File: src/rtl/switch_debounce_in_pkg.sv
// Shared definitions for the switch input path: debounce FSM state codes and
// the default timing constants for the 100 MHz board clock.
package switch_debounce_in_pkg;

  typedef enum logic [1:0] {
    ST_IDLE   = 2'd0,
    ST_SETTLE = 2'd1,
    ST_COMMIT = 2'd2
  } state_t;

  // 100 MHz / 100000 = 1 ms debounce tick; 10 ticks = 10 ms hold time
  localparam int DEFAULT_TICK_DIV = 100000;
  localparam int DEFAULT_DB_TICKS = 10;

endpackage

File: src/rtl/switch_debounce_in_tick_prescaler.sv
// Free-running divider producing a one-cycle tick every TICK_DIV clocks.
// Shared by the switch debounce path and the LED output path.
module tick_prescaler
  import switch_debounce_in_pkg::*;
#(
  parameter int TICK_DIV = DEFAULT_TICK_DIV
) (
  input  logic clk,
  input  logic reset,
  output logic tick
);

  localparam int            PW   = $clog2(TICK_DIV);
  localparam logic [PW-1:0] LAST = PW'(TICK_DIV - 1);

  logic [PW-1:0] r_count;

  // Count 0..TICK_DIV-1 and wrap; nothing but reset ever restarts it
  always_ff @(posedge clk or negedge reset) begin
    if (!reset) begin
      r_count <= '0;
    end else if (r_count == LAST) begin
      r_count <= '0;
    end else begin
      r_count <= r_count + 1'b1;
    end
  end

  // Tick is a pure decode of the counter, so it is low while in reset
  assign tick = (r_count == LAST);

endmodule

File: src/rtl/switch_debounce_in.sv
// Switch/button input conditioner: two-flop synchroniser followed by a
// word-wide debounce FSM. A new word is committed only after it has held
// unchanged for DB_TICKS prescaler ticks; the commit publishes the stable
// word together with one-cycle rise/fall/change strobes.
module switch_debounce_in
  import switch_debounce_in_pkg::*;
#(
  parameter int WIDTH    = 16,
  parameter int TICK_DIV = DEFAULT_TICK_DIV,
  parameter int DB_TICKS = DEFAULT_DB_TICKS
) (
  input  logic             clk,
  input  logic             reset,
  input  logic [WIDTH-1:0] sw_in,
  output logic [WIDTH-1:0] sw_stable,
  output logic [WIDTH-1:0] sw_rise,
  output logic [WIDTH-1:0] sw_fall,
  output logic             sw_change,
  output logic             tick
);

  localparam int            CW       = $clog2(DB_TICKS + 1);
  localparam logic [CW-1:0] CNT_LAST = CW'(DB_TICKS - 1);

  logic [WIDTH-1:0] r_s1;
  logic [WIDTH-1:0] r_s2;
  logic [WIDTH-1:0] r_cand;
  logic [WIDTH-1:0] r_stable;
  logic [WIDTH-1:0] r_rise;
  logic [WIDTH-1:0] r_fall;
  logic             r_change;
  logic [CW-1:0]    r_cnt;
  state_t           r_state;
  logic             w_tick;

  tick_prescaler #(
    .TICK_DIV (TICK_DIV)
  ) u_prescaler (
    .clk   (clk),
    .reset (reset),
    .tick  (w_tick)
  );

  // Two-stage synchroniser for the asynchronous pins; only r_s2 is consumed
  always_ff @(posedge clk or negedge reset) begin
    if (!reset) begin
      r_s1 <= '0;
      r_s2 <= '0;
    end else begin
      r_s1 <= sw_in;
      r_s2 <= r_s1;
    end
  end

  // Debounce FSM: track a candidate word, count whole ticks it holds, commit
  always_ff @(posedge clk or negedge reset) begin
    if (!reset) begin
      r_state  <= ST_IDLE;
      r_cand   <= '0;
      r_cnt    <= '0;
      r_stable <= '0;
      r_rise   <= '0;
      r_fall   <= '0;
      r_change <= 1'b0;
    end else begin
      // strobes are single-cycle unless the COMMIT branch re-raises them
      r_rise   <= '0;
      r_fall   <= '0;
      r_change <= 1'b0;
      case (r_state)
        ST_IDLE: begin
          if (r_s2 != r_stable) begin
            r_cand  <= r_s2;
            r_cnt   <= '0;
            r_state <= ST_SETTLE;
          end
        end
        ST_SETTLE: begin
          if (r_s2 == r_stable) begin
            // input fell back to the committed word: a glitch, drop it
            r_cnt   <= '0;
            r_state <= ST_IDLE;
          end else if (r_s2 != r_cand) begin
            // still bouncing; a restart wins over a coincident tick
            r_cand <= r_s2;
            r_cnt  <= '0;
          end else if (w_tick && (r_cnt == CNT_LAST)) begin
            r_state <= ST_COMMIT;
          end else if (w_tick) begin
            r_cnt <= r_cnt + 1'b1;
          end
        end
        ST_COMMIT: begin
          r_stable <= r_cand;
          r_rise   <= r_cand & ~r_stable;
          r_fall   <= ~r_cand & r_stable;
          r_change <= 1'b1;
          r_cnt    <= '0;
          r_state  <= ST_IDLE;
        end
        default: begin
          r_cnt   <= '0;
          r_state <= ST_IDLE;
        end
      endcase
    end
  end

  assign sw_stable = r_stable;
  assign sw_rise   = r_rise;
  assign sw_fall   = r_fall;
  assign sw_change = r_change;
  assign tick      = w_tick;

endmodule

File: config.mk
export PLATFORM = sky130hd
export DESIGN_NAME = switch_debounce_in
export DESIGN_NICKNAME = d
export VERILOG_FILES = /design/src/rtl/switch_debounce_in_pkg.sv /design/src/rtl/switch_debounce_in_tick_prescaler.sv /design/src/rtl/switch_debounce_in.sv
export SDC_FILE = /design/constraint.sdc
export NUM_CORES = 1
export LEC_CHECK = 0
export CAP_MARGIN = 0
export CORE_UTILIZATION = 54
export CTS_CLUSTER_SIZE = 16
export DETAILED_ROUTE_END_ITERATION = 10
export MAX_ROUTING_LAYER = met4
export PLACE_DENSITY = 0.79
export SETUP_SLACK_MARGIN = 0.1
export SLEW_MARGIN = 20
export SYNTH_ARGS = -nofsm -noshare
export SYNTH_HDL_FRONTEND = slang
export SYNTH_SLANG_ARGS = --single-unit
File: constraint.sdc
create_clock -name clk -period 2.7 [get_ports clk]
set_input_delay 0.27 -clock clk [delete_from_list [all_inputs] [get_ports clk]]
set_output_delay 0.27 -clock clk [all_outputs]
set_load 0.05 [all_outputs]
==> results of run 1 <==
-- Yosys cell counts, drive strengths merged, types with 2 or more instances --
cell type / n
dfrtp: 120
mux2: 32
nor3b: 32
xnor2: 24
xor2: 22
nor2: 14
nor4: 12
nand3: 9
clkbuf: 7
nand4: 7
nand2: 6
inv: 5
a221o: 4
nor3: 4
o31ai: 4
ha: 3
nor4b: 3
and3: 2
-- metrics by stage --
step	utilization (%)	power (mW)	cell area [um2]	hold WS (ns)	instances
after floorplan	-	1.95	4650	-0.0256	323
after global placement	66.3	2.03	5470	0.320	493
after global routing	73.5	4.27	6070	0.191	526
final	73.5	4.14	6070	0.204	526
after CTS	73.4	4.17	6060	0.188	526
after detailed placement	66.3	2.03	5470	0.323	493
-- state kept, by name (all words and copies together), names as in the netlist --
name,count
r_cand,16
r_cnt,4
r_s1,16
r_s2,16
r_state,2
sw_change,1
sw_fall,16
sw_rise,16
sw_stable,16
u_prescaler.r_count,17
-- worst paths after layout --
path                                     endpoint  cells past startpoint              startpoint
setup / recovery                             tick                      6  u_prescaler.r_count[0]
hold / removal                            r_s1[2]                      1                sw_in[2]
setup reg to reg                        r_cand[3]                      6               r_cand[3]
hold reg to reg                          r_s2[15]                      0                r_s1[15]
max in group asynchronous  u_prescaler.r_count[7]                      3                   reset
min in group asynchronous              sw_fall[2]                      2                   reset
-- kinds of logic (layout without fill, tap and decap cells) --
family	after synthesis	after routing
compound gates	13	13
xor+xnor	46	46
fa+ha+maj	3	3
buf+inv	13	111
flops	120	120
mux	32	32
simple gates	96	96
-- worst register-to-register path: stages, from the launching register on --
cell and delay, ns:
dfrtp_1 0.42, xor2_1 0.19, nor4_1 0.35, nand4_2 0.28
o21bai_4 0.36, buf_4 0.23, mux2_2 0.34
-- cell type report --
cell class	instances	area (um2)
fillers	527	2190
well taps	105	131
clock buffers	20	455
clock inverters	12	125
repair buffers	74	746
multi-input cells	190	1590
flip-flops and latches	120	3000
inverters	5	18.8
-- routing by layer --
| layer | vias to the layer above | global-route usage, % | wire [um] |
|---|---|---|---|
| met4 | 0 | 9.85 | 70 |
| met1 | 1474 | 26.5 | 3770 |
| met3 | 6 | 5.07 | 335 |
| li1 | 1316 | - | - |
| met2 | 63 | 33.7 | 4440 |
| met5 | - | - | 0 |
-- power by group through the flow --
stage | combinational (mW) | sequential [mW] | clock, mW
floorplan | 0.0517 | 1.89 | 0
global placement | 0.123 | 1.90 | 0
detailed placement | 0.125 | 1.90 | 0
CTS | 0.127 | 1.87 | 2.17
global route | 0.138 | 1.88 | 2.26
finish | 0.124 | 1.88 | 2.14
-- timing repair --
| action | in CTS | in global routing |
|---|---|---|
| setup endpoints to repair | 0 | 1 |
| endpoints found under the hold margin | 46 | 0 |
| resized for setup | 0 | 2 |
| hold buffers | 1 | 0 |
==> flow_summary.json, run 1 <==
{
  "status": "finished, final reports clean",
  "regToRegSetupSlack_ns": 0.42,
  "drc": 0,
  "dp_hpwl_um": 5530,
  "place_ws_ns": 0.401,
  "num_rows": 33,
  "grtUsageTotal_pct": 21.5,
  "detail-route-antenna-nets": 0,
  "leakage_nw": 2.65,
  "synth_edf_count": 0,
  "syn_to_final_growth_pct": 30.6,
  "wl_per_cell_um": 16.4,
  "antenna_cells": 0,
  "path_delay_family": "simple AND/OR/NAND/NOR gates",
  "switchingPower_uw": 869,
  "period_needed_ns": 2.46,
  "drive_above_1_share_pct": 19.0,
  "postSynthAreaPerCell_um2": 14.4,
  "pin_count": 68,
  "dr.first_iter.drc_count": 99,
  "crit_required_ns": 2.43,
  "skew_ns": 0.00800,
  "pwr-share-seq_pct": 45.3,
  "cts_tree": "built",
  "yosysSeqAreaShare_pct": 64.6,
  "path_class": "register to output pin",
  "ys_types": 33,
  "synth.area.top_cells": "dfrtp_1 (65%), mux2_2 (5.3%), nor3b_1 (5.2%)",
  "setup_slack_ns": 0.240,
  "io_buffers": 67,
  "gp_congestion": 0.860,
  "fin_setup_tns_ns": 0,
  "antenna_found_initial": 0,
  "critical-path-slowest-cell": "dfrtp_1",
  "final_cell_mix": "dfrtp_1 (120), clkdlybuf4s50_1 (65), nor3b_1 (32)",
  "path_cells": "ha_1, and4_1, nand2_1, nor2_2, buf_4, buf_12",
  "routed_wl_um": 8620,
  "h-tree-depth": 4,
  "cts_made_buffers": 17,
  "grt_pass1_vias": 2848,
  "netlist_instances": 323,
  "synthSimpleGateAreaFrac_pct": 13.1,
  "die-area_um2": 8980,
  "path_max_fanout": 10,
  "hold_violations": 0,
  "cp-start-kind": "register",
  "async_reset_ff_share_pct": 100,
  "syn_nets": 344,
  "drt_pass1_iterations": 4,
  "synth_top_area_share_pct": 64.6,
  "p_int_mw": 3.28,
  "syn_area_um2": 4650,
  "core-area_um2": 8260,
  "die_h_um": 94.8,
  "crit_arrival_ns": 2.19,
  "pwr-share-clk_pct": 51.7,
  "synth_flop_cell": "dfrtp_1",
  "cap_violations": 0,
  "synth.area.mux_share_pct": 8.56,
  "rsz0062_at_grt": "no",
  "postCtsSetupBuffers": 0,
  "fmax_mhz": 407,
  "cts.sinks": 120,
  "ys_warn_count": 0,
  "viasPerCell": 5.44,
  "synth_largest_area_cell": "dfrtp_1",
  "dieWidth_um": 94.8,
  "grt_remaining_overflow": 0,
  "initial_utilization_pct": 56.3,
  "grt_pass1_wl_um": 13800,
  "cp.buffers_inverters": 2,
  "ys_ff_latch": 120,
  "cp-end-kind": "output pin",
  "swShare_pct": 21.0,
  "layout.nets": 429,
  "powerDensity_nw_per_um2": 683,
  "cts_root_buf": "clkbuf_8",
  "worst_pin_slew_ns": 1.02,
  "clk_latency_ns": 0.50,
  "max_slew_margin_pct": 31.7,
  "synth_compound_area_share_pct": 2.85,
  "mostFrequentLayoutCell": "dfrtp_1",
  "synth_fa_ha_area_share_pct": 0.808,
  "finalSetupViolations": 0,
  "synth_top_family_by_area": "simple AND/OR/NAND/NOR gates",
  "maxSlewViolCount": 0,
  "finalCritPeriodShare_pct": 91.1,
  "synth-xor-area-share_pct": 8.67,
  "cts_max_path_buffers": 2,
  "cts.clk_slew.worst_paths_ns": 0.06,
  "vias": 2859,
  "power_frac_comb_pct": 3.0,
  "slowest_delay_ns": 0.37,
  "grt_max_degree": 53,
  "hold_path.class": "input port to register",
  "ir_drop_uv": 396
}
(Power assumes the default switching activity.)
==> inputs of run 2 (changes only) <==
--- a/config.mk
+++ b/config.mk
@@ -6,13 +6,12 @@
 export NUM_CORES = 1
 export LEC_CHECK = 0
 export CAP_MARGIN = 0
-export CORE_UTILIZATION = 54
+export CORE_UTILIZATION = 55
 export CTS_CLUSTER_SIZE = 16
 export DETAILED_ROUTE_END_ITERATION = 10
 export MAX_ROUTING_LAYER = met4
-export PLACE_DENSITY = 0.79
+export PLACE_DENSITY = 0.81
 export SETUP_SLACK_MARGIN = 0.1
-export SLEW_MARGIN = 20
 export SYNTH_ARGS = -nofsm -noshare
 export SYNTH_HDL_FRONTEND = slang
 export SYNTH_SLANG_ARGS = --single-unit
==> constraint.sdc (replaced) <==
create_clock -name clk -period 3.1 [get_ports clk]
set_input_delay 0.31 -clock clk [delete_from_list [all_inputs] [get_ports clk]]
set_output_delay 0.31 -clock clk [all_outputs]
set_load 0.05 [all_outputs]
==> run 2 against run 1 <==
Net effect:
- sequential share of layout area increased by 0.50 points
- non-clock buffer count decreased by 4
- count of clock-buffer cells in the layout decreased by 2
- highest routed layer unchanged
==> flow_summary.json, run 2 (same netlist as run 1, synthesis figures left out) <==
{
  "drt_pass1_iterations": 5,
  "ff2ff_path_depth": 5,
  "min_path_cells": 1,
  "maxSlewViolCount": 0,
  "rr_endpoint": "r_cand[15]",
  "die_h_um": 93.9,
  "cap_violations": 0,
  "use_met2_pct": 35.3,
  "fin_setup_tns_ns": 0,
  "hold-path-endpoint": "r_s1[6]",
  "clk_latency_ns": 0.52,
  "drive_above_1_share_pct": 17.5,
  "postCtsSetupBuffers": 0,
  "routed_wl_um": 8530,
  "wl_per_cell_um": 16.3,
  "gp_congestion": 0.828,
  "stdcell_count": 522,
  "viasPerCell": 5.36,
  "num_rows": 33,
  "cts.clk_slew.worst_paths_ns": 0.06,
  "status": "finished, final reports clean",
  "powerDensity_nw_per_um2": 599,
  "drc": 0,
  "dr.first_iter.drc_count": 120,
  "placed_cells": 489,
  "cp-end-kind": "output pin",
  "hold_path.class": "input port to register",
  "dieWidth_um": 93.9,
  "ir_drop_uv": 349,
  "crit_required_ns": 2.79,
  "rsz0062_at_grt": "no",
  "busiest_layer": "met2",
  "pin_count": 68,
  "grt_max_degree": 62,
  "fmax_mhz": 371,
  "leakage_nw": 2.62,
  "io_buffers": 67,
  "h-tree-depth": 4,
  "grtUsageMet1_pct": 28.9,
  "antenna_found_initial": 0,
  "vias": 2800,
  "crit_arrival_ns": 2.39,
  "regMostFlops": "u_prescaler.r_count",
  "finalInstanceArea_um2": 6010,
  "worst_pin_slew_ns": 1.04,
  "grt_remaining_overflow": 0,
  "antenna_cells": 0,
  "layout.nets": 425,
  "cp-start-kind": "register",
  "finalCritPeriodShare_pct": 87.0,
  "min_from": "sw_in[6]",
  "path_max_fanout": 8,
  "max_slew_margin_pct": 30.5,
  "grtUsageTotal_pct": 23.0,
  "place_area_um2": 5430,
  "core-area_um2": 8220,
  "dp_hpwl_um": 5460,
  "syn_to_final_growth_pct": 29.3,
  "regToRegSetupSlack_ns": 0.53,
  "final_core_util_pct": 73.1,
  "mostFrequentLayoutCell": "dfrtp_1",
  "rr_startpoint": "r_cand[1]",
  "period_needed_ns": 2.70,
  "initial_utilization_pct": 56.6,
  "hold_violations": 0,
  "grt_pass1_vias": 2911,
  "cts_made_buffers": 17,
  "cts_tree": "built",
  "final_cell_mix": "dfrtp_1 (120), clkdlybuf4s50_1 (65), nor3b_1 (32)",
  "path_class": "register to output pin",
  "cts_root_buf": "clkbuf_8",
  "die-area_um2": 8820,
  "ctsResizeCount": 0,
  "finalSetupViolations": 0,
  "cts_max_path_buffers": 2,
  "skew_ns": 0.00672,
  "grt_pass1_wl_um": 14300,
  "gr-usage-met3_pct": 6.80,
  "largest_reg_flops": 17,
  "cts.sinks": 120,
  "detail-route-antenna-nets": 0
}
[run 2: metal layers]
layer  part of all wire (%)  vias up
li1                       -     1312
met1                     45     1411
met2                     49       63
met3                    3.9       14
met4                    1.8        0
met5                      0        -
[run 2: through the flow]
step	hold slack (ns)	total power [mW]	worst slack, ns
after detailed placement	0.335	1.77	0.640
after global placement	0.332	1.76	0.677
final	0.225	3.60	0.403
after global routing	0.207	3.71	0.215
after CTS	0.207	3.63	0.378
after floorplan	0.0144	1.69	0.754
[run 2: power breakdown]
part	total, mW	switching [mW]	internal, mW
clock network	1.86	0.711	1.15
registers	1.63	0.0313	1.60
logic	0.110	0.0564	0.0534
[run 2: critical path, cell delays in order (launching register included)]
cell     delay [ns]
dfrtp_1        0.42
nor4b_1        0.38
nand3_1        0.31
nor2_1         0.46
buf_4          0.29
[run 2: worst max path at each step]
stage / start / end / cells after the start
2_1_floorplan: sw_stable[10] / r_cand[10] / 6
3_3_place_gp: r_cand[3] / r_cand[4] / 5
3_5_place_dp: r_cand[3] / r_cand[0] / 5
4_1_cts: u_prescaler.r_count[13] / tick / 4
5_1_grt: u_prescaler.r_count[13] / tick / 4
6_report: u_prescaler.r_count[13] / tick / 4
[run 2: what timing repair did]
action | in CTS | in global routing
endpoints found under the setup margin | 0 | 0
endpoints found under the hold margin | 60 | 0
hold buffers | 1 | 0
[run 2: layout make-up]
class                   count  area, um2
inverters                   5       18.8
multi-input cells         190       1580
clock inverters            14        151
repair buffers             70        703
fillers                   539       2210
clock buffers              18        418
well taps                 105        131
flip-flops and latches    120       3000
